==> config.mk <==
export PLATFORM = sky130hd
export DESIGN_NAME = ibex_counter_bank
export DESIGN_NICKNAME = d
export VERILOG_FILES = /design/src/rtl/ibex_counter_bank.sv
export SDC_FILE = /design/constraint.sdc
export NUM_CORES = 1
export LEC_CHECK = 0
export CORE_UTILIZATION = 50
export CTS_BUF_LIST = sky130_fd_sc_hd__clkbuf_4 sky130_fd_sc_hd__clkbuf_8
export CTS_CLUSTER_SIZE = 8
export DETAILED_ROUTE_END_ITERATION = 8
export PLACE_DENSITY = 0.79
export SYNTH_ARGS = -nofsm -noshare
export SYNTH_HDL_FRONTEND = slang
export SYNTH_SLANG_ARGS = --single-unit
export TNS_END_PERCENT = 1
==> constraint.sdc <==
create_clock -name clk_i -period 3.7 [get_ports clk_i]
set_input_delay 0.37 -clock clk_i [delete_from_list [all_inputs] [get_ports clk_i]]
set_output_delay 0.37 -clock clk_i [all_outputs]
set_load 0.02 [all_outputs]
==> src/rtl/ibex_counter_bank.sv <==
// Memory-mapped bank of 32-bit event counters with enable (CTRL) and sticky
// overflow (OVF) registers, answering every request one cycle later.
module ibex_counter_bank #(
  parameter int unsigned NumCounters = 8,
  parameter logic [31:0] BaseAddr    = 32'h0002_0000
) (
  input  logic                   clk_i,
  input  logic                   rst_ni,
  input  logic                   counter_req_i,
  input  logic                   counter_we_i,
  input  logic [31:0]            counter_addr_i,
  input  logic [31:0]            counter_wdata_i,
  output logic                   counter_rvalid_o,
  output logic [31:0]            counter_rdata_o,
  output logic                   counter_err_o,
  input  logic [NumCounters-1:0] event_i
);

  // Handshake: a request is accepted in every cycle counter_req_i is high (no
  // ready signal, no stall); exactly one response follows in the next cycle,
  // flagged by a single-cycle counter_rvalid_o, in request order.

  localparam logic [31:0] BankEnd = BaseAddr + 32'(16 + 4 * NumCounters);

  logic [31:0]            r_cnt [NumCounters];
  logic [NumCounters-1:0] r_ctrl;
  logic [NumCounters-1:0] r_ovf;
  logic                   r_rvalid;
  logic [31:0]            r_rdata;
  logic                   r_err;

  logic                   w_err;
  logic                   w_acc;
  logic                   w_wr;
  logic [9:0]             w_word;
  logic                   w_ctrl_sel;
  logic                   w_ovf_sel;
  logic [NumCounters-1:0] w_cnt_wr;
  logic [NumCounters-1:0] w_inc;
  logic [NumCounters-1:0] w_wrap;
  logic [NumCounters-1:0] w_ovf_clr;
  logic [31:0]            w_ctrl_ext;
  logic [31:0]            w_ovf_ext;
  logic [31:0]            w_rd_data;

  // BaseAddr is 4 KiB aligned, so the word offset is just the low address bits.
  assign w_word     = counter_addr_i[11:2];
  assign w_err      = (counter_addr_i[1:0] != 2'b00) ||
                      (counter_addr_i < BaseAddr) ||
                      (counter_addr_i >= BankEnd);
  assign w_acc      = counter_req_i & ~w_err;
  assign w_wr       = w_acc & counter_we_i;
  assign w_ctrl_sel = (w_word == 10'd0);
  assign w_ovf_sel  = (w_word == 10'd1);

  always_comb begin
    w_ctrl_ext = '0;
    w_ovf_ext  = '0;
    w_ctrl_ext[NumCounters-1:0] = r_ctrl;
    w_ovf_ext[NumCounters-1:0]  = r_ovf;
  end

  always_comb begin
    w_cnt_wr  = '0;
    w_rd_data = '0;
    if (w_ctrl_sel) begin
      w_rd_data = w_ctrl_ext;
    end else if (w_ovf_sel) begin
      w_rd_data = w_ovf_ext;
    end
    for (int i = 0; i < int'(NumCounters); i++) begin
      if (w_word == 10'(i + 4)) begin
        w_cnt_wr[i] = w_wr;
        w_rd_data   = r_cnt[i];
      end
    end
  end

  // A write to a counter overrides that cycle's increment and its overflow.
  assign w_inc     = r_ctrl & event_i;
  always_comb begin
    w_wrap = '0;
    for (int i = 0; i < int'(NumCounters); i++) begin
      w_wrap[i] = w_inc[i] & ~w_cnt_wr[i] & (r_cnt[i] == 32'hFFFF_FFFF);
    end
  end
  assign w_ovf_clr = (w_wr && w_ovf_sel) ? counter_wdata_i[NumCounters-1:0] : '0;

  always_ff @(posedge clk_i or negedge rst_ni) begin
    if (!rst_ni) begin
      for (int i = 0; i < int'(NumCounters); i++) begin
        r_cnt[i] <= '0;
      end
    end else begin
      for (int i = 0; i < int'(NumCounters); i++) begin
        if (w_cnt_wr[i]) begin
          r_cnt[i] <= counter_wdata_i;
        end else if (w_inc[i]) begin
          r_cnt[i] <= r_cnt[i] + 32'd1;
        end
      end
    end
  end

  // Set beats clear when a W1C lands on the same edge as a new wrap.
  always_ff @(posedge clk_i or negedge rst_ni) begin
    if (!rst_ni) begin
      r_ctrl <= '0;
      r_ovf  <= '0;
    end else begin
      r_ovf <= (r_ovf & ~w_ovf_clr) | w_wrap;
      if (w_wr && w_ctrl_sel) begin
        r_ctrl <= counter_wdata_i[NumCounters-1:0];
      end
    end
  end

  always_ff @(posedge clk_i or negedge rst_ni) begin
    if (!rst_ni) begin
      r_rvalid <= 1'b0;
      r_rdata  <= '0;
      r_err    <= 1'b0;
    end else begin
      r_rvalid <= counter_req_i;
      r_err    <= counter_req_i & w_err;
      r_rdata  <= (w_acc && !counter_we_i) ? w_rd_data : 32'd0;
    end
  end

  assign counter_rvalid_o = r_rvalid;
  assign counter_rdata_o  = r_rdata;
  assign counter_err_o    = r_err;

endmodule

; Word-level counts from Yosys, hierarchy flattened
; Cells that the tools add are included.
[totals]
inputBits = 76
wordCells = 124
out_inout_bits = 34
register_bits = 306
[op_classes]
add_sub_neg = 8
n_lt_le_gt_ge = 2
n_mux = 36
bitwise_logic = 32
eq_ne = 17
reduce_logical = 16
[op_table]
columns = cell, count
row1 = 32-bit two-way mux, 25
row2 = 32-bit by 1-bit adder with 32-bit output (second input constant), 8
row3 = 32-bit equality test (second input constant), 8
row4 = 10-bit by 3-bit equality test with 1-bit output (second input constant), 4
row5 = 10-bit by 4-bit equality test with 1-bit output (second input constant), 4
row6 = 32-bit by 18-bit greater-or-equal comparator with 1-bit output (second input constant), 1
row7 = 32-bit by 18-bit less-than comparator with 1-bit output (second input constant), 1
row8 = 8-bit two-way mux, 3
row9 = 1-bit AND, 19
row10 = 2-bit nonzero test, 9
row11 = 8-bit AND, 2
row12 = 10-bit by 1-bit equality test with 1-bit output (second input constant), 1
row13 = 10-bit logical NOT, 1
row14 = 1-bit NOT, 9
row15 = 1-bit two-way mux, 8
row16 = 8-bit NOT, 1
row17 = 8-bit OR, 1
row18 = 1-bit logical AND, 3
row19 = 1-bit logical OR, 2
row20 = 1-bit logical NOT, 1

; Logic depth before layout (Yosys ltp)
[logic_depth]
ltp_word = 12
depth_mapped = 9
ltp_nobuf = 7

; Least setup slack after synthesis
; Ideal clock, no wire load.
[synth_timing]
kind = in2reg
from = input port counter_addr_i[19]
to = register r_cnt[164] in the netlist's numbering
cell_stages = 8
n_path_buf = 2
setup_time_ns = 0.126
required_time_ns = 3.574
slack_ns = 1.593
arrival_time_ns = 1.981
path_cell_list = nor4b_1 > nand4_1 > nor4_4 > nand3_1 > buf_2 > buf_2 > nor2_1 > a21oi_1
[synth_between]
elab_chain_cells = 8
elab_cells_between_ends = 10
classes_between = order compare: 2 / mux: 2 / bitwise: 3 / reduce/logical: 3
[synth_lines]
columns = element, line_no
row1 = "start, declared", 11  ; input logic [31:0] counter_addr_i,
row2 = 32-bit by 18-bit less-than comparator with 1-bit output, 49  ; (counter_addr_i < BaseAddr) ||
row3 = 1-bit logical OR, 48  ; assign w_err = (counter_addr_i[1:0] != 2'b00) ||
row4 = 1-bit logical OR (*), 49
row5 = 1-bit NOT (*), 51  ; assign w_acc = counter_req_i & ~w_err;
row6 = 1-bit AND (*), 51
row7 = 1-bit AND (*), 52  ; assign w_wr = w_acc & counter_we_i;
row8 = 1-bit two-way mux (*), 72  ; if (w_word == 10'(i + 4)) begin
row9 = 32-bit two-way mux or 2-bit nonzero test (tied branches), --
row10 = "end signal, assigned by index", 97  ; r_cnt[i] <= counter_wdata_i;
row11 = "end signal, assigned by index", 99  ; r_cnt[i] <= r_cnt[i] + 32'd1;
row12 = "end, declared", 25  ; logic [31:0] r_cnt [NumCounters];
; Mark *: on every way between the ends. The rest lies on a longest branch, timed or not.
; A chain may end at the register's enable or synchronous reset.

; Worst setup path in the final report
[layout_timing]
from = input port counter_addr_i[19]
to = register r_cnt[44] in the netlist's numbering
; Same word-level chain as after synthesis.

==> results.sh <==
export IMPL_ir_drop_v=0.0002800
export IMPL_routedWlPerCell_um=21.88
export IMPL_maxCapViolCount=0
export IMPL_wl_um=58000
export IMPL_final_common_cell="nor2_1"
export IMPL_dominantRegCellSynth="dfrtp_1"
export IMPL_grt_pass1_wl_um=90430
export IMPL_r2r_start="r_cnt[96]"
export IMPL_synth_top_cell_by_area="dfrtp_1"
export IMPL_rsz0062_at_grt="false"
export IMPL_synthSimpleGateAreaFrac_pct=22.25
export IMPL_postRouteAntennaNets=0
export IMPL_reg2reg_setup_slack_ns=1.15
export IMPL_nNetsFinal=2241
export IMPL_layout_min_cycle_time_ns=2.831
export IMPL_ios=110
export IMPL_antenna_found_initial=1
export IMPL_critical_path_class="in2reg"
export IMPL_syn_nets=2156
export IMPL_hold_class="in2reg"
export IMPL_leakagePower_nw=8.894
export IMPL_grt_pass1_vias=16025
export IMPL_yosysWarnings=0
export IMPL_switchingPower_w=0.001676
export IMPL_setup_tns_ns=0
export IMPL_place_worst_setup_slack_ns=0.3331
export IMPL_syn_area_sq_um=18100
export IMPL_cp_data_arrival_time_ns=3.32
export IMPL_holdPathStages=1
export IMPL_intPower_w=0.005316
export IMPL_rows=69
export IMPL_async_flop_share_pct=100.0
export IMPL_diodes=0
export IMPL_first_pass_iters=6
export IMPL_gp_congestion=1.016
export IMPL_clk_latency_ns=0.62
export IMPL_yosysSeqAreaShare_pct=42.29
export IMPL_hold_viol=0
export IMPL_synth_edf_count=0
export IMPL_crit_fanout=28
export IMPL_placed_cells=2562
export IMPL_die_w_um=192.3
export IMPL_core_sq_um=35570
export IMPL_fmax_ghz=0.3532
export IMPL_hpwl_um=41870
export IMPL_setup_ws_ns=0.8691
export IMPL_synth_compound_area_share_pct=13.64
export IMPL_cp_required_ns=4.19
export IMPL_ys_types=63
export IMPL_min_to="counter_rvalid_o"
export IMPL_start_util_pct=50.90
export IMPL_hp_start="counter_req_i"
export IMPL_ctsHoldBuffers=1
export IMPL_finish_utilization_pct=58.40
export IMPL_synthXorXnorAreaFrac_pct=11.66
export IMPL_finalSetupViolations=0
export IMPL_root_buffer="clkbuf_8"
export IMPL_muxShareOfSynthArea_pct=6.082
export IMPL_grt_total_usage_pct=32.06
export IMPL_seq_power_share_pct=47.9
export IMPL_drive_above_1_share_pct=8.402
export IMPL_status="completed"
export IMPL_period_share_pct=76.51
export IMPL_portBuffers=109
export IMPL_synthTopCellsByArea="dfrtp_1 42%, a21oi_1 7.7%, xor2_1 7.4%"
export IMPL_start_kind="input port"
export IMPL_total_power_w=0.006992
export IMPL_endpoint_kind="flip-flop"
export IMPL_die_h_um=192.3
export IMPL_synthAdderAreaFrac_pct=0.5529
export IMPL_die_area_sq_um=36980
export IMPL_cts_resized=0
export IMPL_fillers=3090
export IMPL_slew_headroom_pct=28.77
export IMPL_numCtsBuffers=53
export IMPL_grt_max_degree=108
export IMPL_final_cells=2651
export IMPL_vias=16334
export IMPL_cts_htree_levels=2
export IMPL_grt_ovfl_total=0
export IMPL_ff2ff_path_depth=7
export IMPL_clock_path_buffers=3
export IMPL_yosysTopAreaCellShare_pct=42.29
export IMPL_synth_seq_cells=306
export IMPL_drc=0
export IMPL_skew_ns=0.01659
export IMPL_tightestPinTransition_ns=1.054
export IMPL_power_per_cell_area_nw_per_um2=336.6
export IMPL_cts_clk_slew_worst_paths_ns=0.06
export IMPL_area_growth_syn_to_layout_pct=14.73
export IMPL_slew_violations=0
export IMPL_vias_per_cell=6.161
export IMPL_swShare_pct=23.97
export IMPL_reg2reg_to="r_cnt[126]"
export IMPL_synth_cells=2072
export IMPL_clkPwrFrac_pct=46.8
export IMPL_synth_top_family_by_area="simple AND/OR/NAND/NOR gates"
export IMPL_cts_tree="done"
export IMPL_drtIter0Drc=1609
export IMPL_cts_sinks=306
export IMPL_postCtsSetupRepairBufs=0
export IMPL_p_comb_share_pct=5.3
export IMPL_layout_common_cells="342 x nor2_1, 306 x dfrtp_1, 277 x a21oi_1"
export IMPL_syn_mean_instance_area_sq_um=8.738
worst max path at each step:
stage | start | to | slack (ns) | depth (start not counted)
4_1_cts | counter_addr_i[19] | r_cnt[44] | 0.99 | 8
6_report | counter_addr_i[19] | r_cnt[44] | 0.87 | 8
5_1_grt | counter_addr_i[19] | r_cnt[34] | 0.73 | 8
3_5_place_dp | counter_addr_i[19] | r_cnt[44] | 0.33 | 8
3_3_place_gp | counter_addr_i[19] | r_cnt[32] | 0.45 | 8
2_1_floorplan | counter_addr_i[19] | r_cnt[164] | 1.59 | 8
metrics by stage:
step / hold WS [ns] / instance area [sq um]
floorplan: 0.07441 / 18100
global placement: 0.5040 / 19660
detailed placement: 0.5091 / 19660
CTS: 0.3057 / 20770
global route: 0.3130 / 20770
finish: 0.3192 / 20770
registers in the layout (all words and copies together), names as in the netlist:
signal,count
counter_err_o,1
r_ctrl,8
counter_rvalid_o,1
r_cnt,256
counter_rdata_o,32
r_ovf,8
critical path, stage by stage:
cell and delay [ns]:
clkdlybuf4s50_1 0.42, nor4b_1 0.42, nand4_1 0.49, nor4_4 0.66, nand3_2 0.38, buf_4 0.36
nor2_1 0.13, a21oi_1 0.07
power groups by stage:
| stage | Clock (W) | Sequential, W | Combinational [W] |
|---|---|---|---|
| global placement | 0 | 0.00341 | 0.000361 |
| global route | 0.00345 | 0.00335 | 0.000388 |
| CTS | 0.00330 | 0.00335 | 0.000363 |
| detailed placement | 0 | 0.00341 | 0.000362 |
| finish | 0.00327 | 0.00335 | 0.000369 |
| floorplan | 0 | 0.00341 | 0.000122 |
synthesized netlist by cell type, types with 8 or more instances:
cell	number
nand3_1	102
a2111oi_0	14
inv_1	24
buf_1	15
mux2i_1	83
a21boi_0	8
ha_1	8
o22ai_1	21
nand2_1	134
and3_1	34
a221oi_1	9
a21oi_1	277
a22oi_1	8
dfrtp_1	306
and4_1	24
xor2_1	154
o21ai_0	28
clkbuf_1	66
nand4_1	84
nor4_1	22
mux2_2	17
buf_2	41
a31oi_1	14
nor2_1	343
nor3_1	40
xnor2_1	87
routing by layer:
metal | vias to the layer above | routed length (um) | track usage (%)
li1 | 7502 | - | -
met1 | 7777 | 23130 | 41.89
met2 | 885 | 26270 | 50.10
met3 | 168 | 5869 | 7.365
met4 | 2 | 2725 | 15.66
met5 | - | 13 | 0
area by class of cell:
type	instances	area (sq um)	share of cell area, %
inverters	25	93.84	0.4518
well taps	461	576.8	2.777
clock inverters	5	53.80	0.2590
flip-flops and latches	306	7657	36.87
multi-input cells	1612	9832	47.33
repair buffers	159	1509	7.265
clock buffers	83	1049	5.048
cells by family (layout without fill, tap and decap cells):
logic type	count (synthesis)	after routing
mux	105	105
compound gates	425	425
fa+ha+maj	8	8
simple gates	833	833
xor+xnor	241	241
buf+inv	154	272
flops	306	306
(Power assumes the default switching activity.)
